==> src/rtl/clk_div_bank.sv <==
// Bank of independent programmable clock dividers with glitch-free divisor updates at period boundaries.
// Optional CLKDIV_PHASE_SYNC_EN adds a phase_sync input that realigns all running channels.
module clk_div_bank #(
    parameter int CHANNELS = 4,
    parameter int DIV_W    = 8,
    parameter int DIV_INIT = 2,
    localparam int CH_W    = (CHANNELS > 1) ? $clog2(CHANNELS) : 1
) (
    input  logic                clk,
    input  logic                rst_n,
    input  logic [CHANNELS-1:0] ch_en,
`ifdef CLKDIV_PHASE_SYNC_EN
    input  logic                phase_sync,
`endif
    input  logic                cfg_valid,
    input  logic [CH_W-1:0]     cfg_ch,
    input  logic [DIV_W-1:0]    cfg_div,
    output logic                cfg_ready,
    output logic [CHANNELS-1:0] clk_out,
    output logic [CHANNELS-1:0] tick
);

    // Handshake: a divisor write transfers on a clock edge where cfg_valid && cfg_ready;
    // cfg_ready is low only while the addressed channel already holds a pending divisor.

    typedef enum logic {IDLE = 1'b0, RUN = 1'b1} state_t;

    localparam logic [DIV_W-1:0] INIT_DIV = DIV_W'(DIV_INIT);

    state_t              state_q    [CHANNELS];
    state_t              state_d    [CHANNELS];
    logic [DIV_W-1:0]    cnt_q      [CHANNELS];
    logic [DIV_W-1:0]    cnt_d      [CHANNELS];
    logic [DIV_W-1:0]    act_div_q  [CHANNELS];
    logic [DIV_W-1:0]    act_div_d  [CHANNELS];
    logic [DIV_W-1:0]    pend_div_q [CHANNELS];
    logic [DIV_W-1:0]    pend_div_d [CHANNELS];
    logic [CHANNELS-1:0] pend_vld_q, pend_vld_d;
    logic [CHANNELS-1:0] clk_out_q, clk_out_d;
    logic [CHANNELS-1:0] tick_q, tick_d;

    logic [DIV_W-1:0]    eff_div    [CHANNELS];
    logic [DIV_W-1:0]    half_div   [CHANNELS];
    logic [DIV_W-1:0]    cnt_inc    [CHANNELS];
    logic [CHANNELS-1:0] wrap;
    logic [CHANNELS-1:0] wr_hit;
    logic [CHANNELS-1:0] drain;
    logic                cfg_ready_c;
    logic                sync_w;

`ifdef CLKDIV_PHASE_SYNC_EN
    assign sync_w = phase_sync;
`else
    assign sync_w = 1'b0;
`endif

    // Divisors below 2 cannot produce both a high and a low phase, so they clamp to 2.
    always_comb begin : period_calc
        for (int i = 0; i < CHANNELS; i++) begin
            eff_div[i]  = (act_div_q[i] < DIV_W'(2)) ? DIV_W'(2) : act_div_q[i];
            half_div[i] = eff_div[i] >> 1;
            cnt_inc[i]  = cnt_q[i] + DIV_W'(1);
            wrap[i]     = (state_q[i] == RUN) && (cnt_q[i] == eff_div[i] - DIV_W'(1));
        end
    end

    // Out-of-range channel numbers match nothing, so they read ready and are dropped.
    always_comb begin : cfg_decode
        cfg_ready_c = 1'b1;
        wr_hit      = '0;
        for (int i = 0; i < CHANNELS; i++) begin
            if (cfg_ch == CH_W'(i)) begin
                cfg_ready_c = !pend_vld_q[i];
                wr_hit[i]   = cfg_valid && !pend_vld_q[i];
            end
        end
    end

    assign cfg_ready = cfg_ready_c;

    always_comb begin : next_state
        drain = '0;
        pend_vld_d = pend_vld_q;
        for (int i = 0; i < CHANNELS; i++) begin
            state_d[i]    = state_q[i];
            cnt_d[i]      = cnt_q[i];
            act_div_d[i]  = act_div_q[i];
            pend_div_d[i] = pend_div_q[i];
            case (state_q[i])
                IDLE: begin
                    drain[i] = pend_vld_q[i];
                    if (ch_en[i]) begin
                        state_d[i] = RUN;
                        cnt_d[i]   = '0;
                    end
                end
                RUN: begin
                    if (!ch_en[i]) begin
                        state_d[i] = IDLE;
                        cnt_d[i]   = '0;
                    end else if (sync_w || wrap[i]) begin
                        cnt_d[i] = '0;
                        drain[i] = pend_vld_q[i];
                    end else begin
                        cnt_d[i] = cnt_inc[i];
                    end
                end
                default: state_d[i] = IDLE;
            endcase
            // A write can never land on a draining slot: ready was low that cycle.
            if (drain[i]) begin
                act_div_d[i]  = pend_div_q[i];
                pend_vld_d[i] = 1'b0;
            end
            if (wr_hit[i]) begin
                pend_vld_d[i] = 1'b1;
                pend_div_d[i] = cfg_div;
            end
        end
    end

    always_comb begin : output_next
        clk_out_d = '0;
        tick_d    = '0;
        for (int i = 0; i < CHANNELS; i++) begin
            case (state_q[i])
                IDLE: begin
                    clk_out_d[i] = ch_en[i];
                    tick_d[i]    = ch_en[i];
                end
                RUN: begin
                    if (ch_en[i]) begin
                        if (sync_w || wrap[i]) begin
                            clk_out_d[i] = 1'b1;
                            tick_d[i]    = 1'b1;
                        end else begin
                            clk_out_d[i] = (cnt_inc[i] == half_div[i]) ? 1'b0 : clk_out_q[i];
                        end
                    end
                end
                default: begin
                    clk_out_d[i] = 1'b0;
                    tick_d[i]    = 1'b0;
                end
            endcase
        end
    end

    always_ff @(posedge clk or negedge rst_n) begin : state_reg
        if (!rst_n) begin
            for (int i = 0; i < CHANNELS; i++) begin
                state_q[i]    <= IDLE;
                cnt_q[i]      <= '0;
                act_div_q[i]  <= INIT_DIV;
                pend_div_q[i] <= '0;
            end
            pend_vld_q <= '0;
            clk_out_q  <= '0;
            tick_q     <= '0;
        end else begin
            for (int i = 0; i < CHANNELS; i++) begin
                state_q[i]    <= state_d[i];
                cnt_q[i]      <= cnt_d[i];
                act_div_q[i]  <= act_div_d[i];
                pend_div_q[i] <= pend_div_d[i];
            end
            pend_vld_q <= pend_vld_d;
            clk_out_q  <= clk_out_d;
            tick_q     <= tick_d;
        end
    end

    assign clk_out = clk_out_q;
    assign tick    = tick_q;

endmodule

==> config.mk <==
export PLATFORM = sky130hd
export DESIGN_NAME = clk_div_bank
export DESIGN_NICKNAME = d
export VERILOG_FILES = /design/src/rtl/clk_div_bank.sv
export SDC_FILE = /design/constraint.sdc
export NUM_CORES = 1
export LEC_CHECK = 0
export BUFFER_PORTS_ARGS = -buffer_cell sky130_fd_sc_hd__buf_2
export CAP_MARGIN = 15
export CORE_AREA = 5 5 96 142
export DETAILED_ROUTE_END_ITERATION = 10
export DIE_AREA = 0 0 101 147
export PLACE_DENSITY_LB_ADDON = 0.3
export SYNTH_ARGS = -nofsm -noshare
export SYNTH_HDL_FRONTEND = slang
export SYNTH_SLANG_ARGS = --single-unit
==> constraint.sdc <==
create_clock -name clk -period 2.93 [get_ports clk]
set_input_delay 0.1465 -clock clk [delete_from_list [all_inputs] [get_ports clk]]
set_output_delay 0.1465 -clock clk [all_outputs]
set_load 0.03 [all_outputs]
==> summary.txt <==
Pwr
  • Pleak: about 3.3 nW
  • Pwr Density: between 700 and 800 mW/mm^2
  • Maximum vdd drop: around 0.33 mV

STA
  • Actual slew at the worst max-slew pin: 0.751 ns
  • Hold_ws: ~0.02 ns
  • Fin worst setup slack: -0.0751 ns
  • Max-slew violation count: 0
  • Fin crit share: 1.03
  • TNS Setup: -0.791 ns
  • Relative slew slack: 0.499
  • Clk_skew: approximately 0.011 ns
  • Unrepaired setup endpoints after global routing: true
  • Max frequency: roughly 330 MHz
  • Final Critical Period: between 3 and 4 ns
  • Setup violations, final: 16
  • Final Hold Violating Endpoints: 0

Clocking
  • CTS H-tree lvls: 3
  • Clock-pin slew on the worst setup and hold paths: approximately 0.08 ns
  • Clk Latency, worst-skew pair: around 0.35 ns
  • CTS root buf: clkbuf_16
  • Cts bufs inserted: 9
  • TritonCTS clock tree: done
  • Max clock buf depth: 2
  • Clk sink count: ~110

Die
  • Boundary pin count: 26
  • Site row count: 50
  • Die Area: roughly 0.015 sq mm
  • Placeable Area: 0.0123 sq mm
  • Die H: 147 um
  • Initial core utilization: 0.553
  • Die Width: between 100 and 150 um

Global route
  • Largest net degree at the start of global routing: 58
  • Met3 GRT Util: 0.0418
  • GR Util met1: 0.265
  • Layer with the highest usage: met2
  • M2 GR Usage: 0.396
  • Vias in the first global route: 5561
  • Overall routing resource usage: 0.223
  • Antenna violations before repair: 0
  • Global-route wire length before repair: ~27 mm
  • Total grt overflow: 0

Status
  • Outcome: finished with violations
  • Failing checks: negative setup slack

Critical path
  • WP data required: 3.17 ns
  • Delay of the slowest critical-path stage: 0.54 ns
  • Critical path class: reg2reg
  • CP max-delay cell: or4_4
  • Crit Reg-Reg Endpoint: act_div_q[24]
  • Cell Chain, Critical Path: or4_4 -> o41a_1 -> inv_2 -> ha_4 -> nor3b_4 -> xnor2_1 -> nand4b_1 -> a221oi_4 -> a31oi_4 -> mux2_4
  • Kind of cell adding the most delay to the critical path: simple AND/OR/NAND/NOR gates
  • Worst Path Buf+Inv: 1
  • Crit path DAT: roughly 3.3 ns
  • Setup crit end kind: flop
  • Max Fanout on Critical Path: 8
  • Crit start category: flop
  • Cells on worst reg2reg path: 10
  • FF-to-FF setup slack: -0.08 ns
  • Reg2reg start: act_div_q[27]

Place
  • Final GP Congestion: roughly 0.92
  • IO buf count: 25
  • Placed insts: between 800 and 900
  • Placed instance area: 0.00740 sq mm
  • HPWL after detailed placement: between 10 and 15 mm

Synthesis
  • Post-synth top flop: dfrtp_1
  • Avg Inst Size Synth: between 10 and 15 sq um
  • Post-Syn Instances: about 670
  • Sequential-to-total area share from yosys stat: 0.412
  • Synth warn: 0
  • Share of synthesized registers carrying an async set or reset: 1.00
  • Top post-synthesis cells by count: 108 x dfrtp_1, 57 x mux2_2, 53 x xnor2_1
  • Count leader, synth: dfrtp_1
  • Most area-hungry cell type in the Yosys netlist: dfrtp_1
  • Synthesized area: between 0.006 and 0.007 sq mm
  • Syn Nets: ~700
  • Synth area leaders: dfrtp_1 40%, mux2_2 9.4%, xnor2_1 6.8%
  • Synthesis-stage register bit count: ~110
  • Top-area cell type share of the netlist area: 0.396
  • Synth cell types: 78
  • EDFF count, synth: 0

Run
  • Max-Cap Viols: 0

Routing
  • Drt via density: around 6.3
  • DRC Markers: 0
  • WL/cell: between 15 and 20 um
  • DR pass1 iterations: 5
  • Antenna-violating nets left: 0
  • Total number of vias: roughly 5400
  • Final WL: around 16 mm
  • Initial DRC Count: a little over 200

Hold path
  • Worst Hold Class: in2reg
  • Worst hold stages: 1
  • Hold EP: state_q[2]
  • Start point of the worst hold path: ch_en[1]

Layout
  • Final non-filler cell area: about 0.0079 sq mm
  • Share of layout cells above drive strength 1: 0.278
  • Ant. Diodes: 0
  • NumNets Final: around 730
  • Synthesis-to-finish area growth: 16.0%
  • Final std cells w/o fill: between 800 and 900
## cell type report
type	instances	area [sq um]
clock buffers	10	229
clock inverters	6	50.0
fillers	949	4420
inverters	25	93.8
multi-input cells	480	3940
flip-flops and latches	112	2810
well taps	156	195
repair buffers	79	589
## sequential cells by signal, summed over array words and instances (netlist names)
name	flops
pend_div_q	32
clk_out	4
act_div_q	32
pend_vld_q	4
state_q	4
cnt_q	32
tick	4
## what timing repair did
action | 4_1_cts | 5_1_grt
endpoints found under the hold margin | 55 | 0
hold buffers | 3 | 0
buffers inserted | 4 | 3
setup endpoints to repair | 31 | 61
resized for setup | 5 | 24
cloned | 0 | 1
pin swaps | 11 | 10
## layer usage
layer / up-vias / wire length [um] / part of all wire
met5: - / 0 / 0
met4: 0 / 391 / 0.024
met3: 35 / 493 / 0.031
met2: 128 / 8780 / 0.54
met1: 2755 / 6490 / 0.40
li1: 2528 / - / -
## how the worst max path moves through the flow
stage / startpoint / end / slack (ns) / cells after the start
floorplan: act_div_q[30] / act_div_q[24] / -0.21 / 11
global placement: act_div_q[30] / act_div_q[24] / -0.04 / 10
detailed placement: act_div_q[30] / act_div_q[24] / -0.17 / 10
CTS: act_div_q[15] / act_div_q[13] / -0.05 / 10
global route: act_div_q[27] / act_div_q[24] / -0.18 / 10
finish: act_div_q[27] / act_div_q[24] / -0.08 / 10
## per-stage QoR
stage | power, W | setup slack (ns) | util
floorplan | 0.00378 | -0.214 | -
global placement | 0.00433 | -0.0372 | 0.600
CTS | 0.00574 | -0.0514 | 0.630
global route | 0.00613 | -0.179 | 0.642
detailed placement | 0.00445 | -0.168 | 0.600
finish | 0.00579 | -0.0751 | 0.642
## cell usage in the layout (no fill, tap or decap), types with 10 or more instances in the layout
cell	n
inv_1	23
nand3_1	19
nor3_1	10
mux2_2	48
buf_2	24
o21ai_0	26
buf_4	46
dfrtp_1	108
xor2_1	30
xnor2_1	52
and3_1	11
nor2_1	34
a21oi_1	15
nor3b_1	11
nand2_1	37
## power breakdown
group / total, W / internal, W / switching, W / leakage, nW
clock: 0.00118 / 0.000592 / 0.000588 / 0.136
combinational: 0.00236 / 0.00124 / 0.00113 / 1.75
sequential: 0.00225 / 0.00187 / 0.000379 / 1.38
## cells by family (layout without fill, tap and decap cells)
kind of cell / Yosys count / count (layout) / synth area share
simple gates: 187 / 188 / 0.153
compound gates: 140 / 140 / 0.162
flops: 112 / 112 / 0.412
xor+xnor: 84 / 84 / 0.110
buf+inv: 83 / 120 / 0.0477
mux: 60 / 60 / 0.100
fa+ha+maj: 8 / 8 / 0.0147
Power figures use the tool's default switching activity.
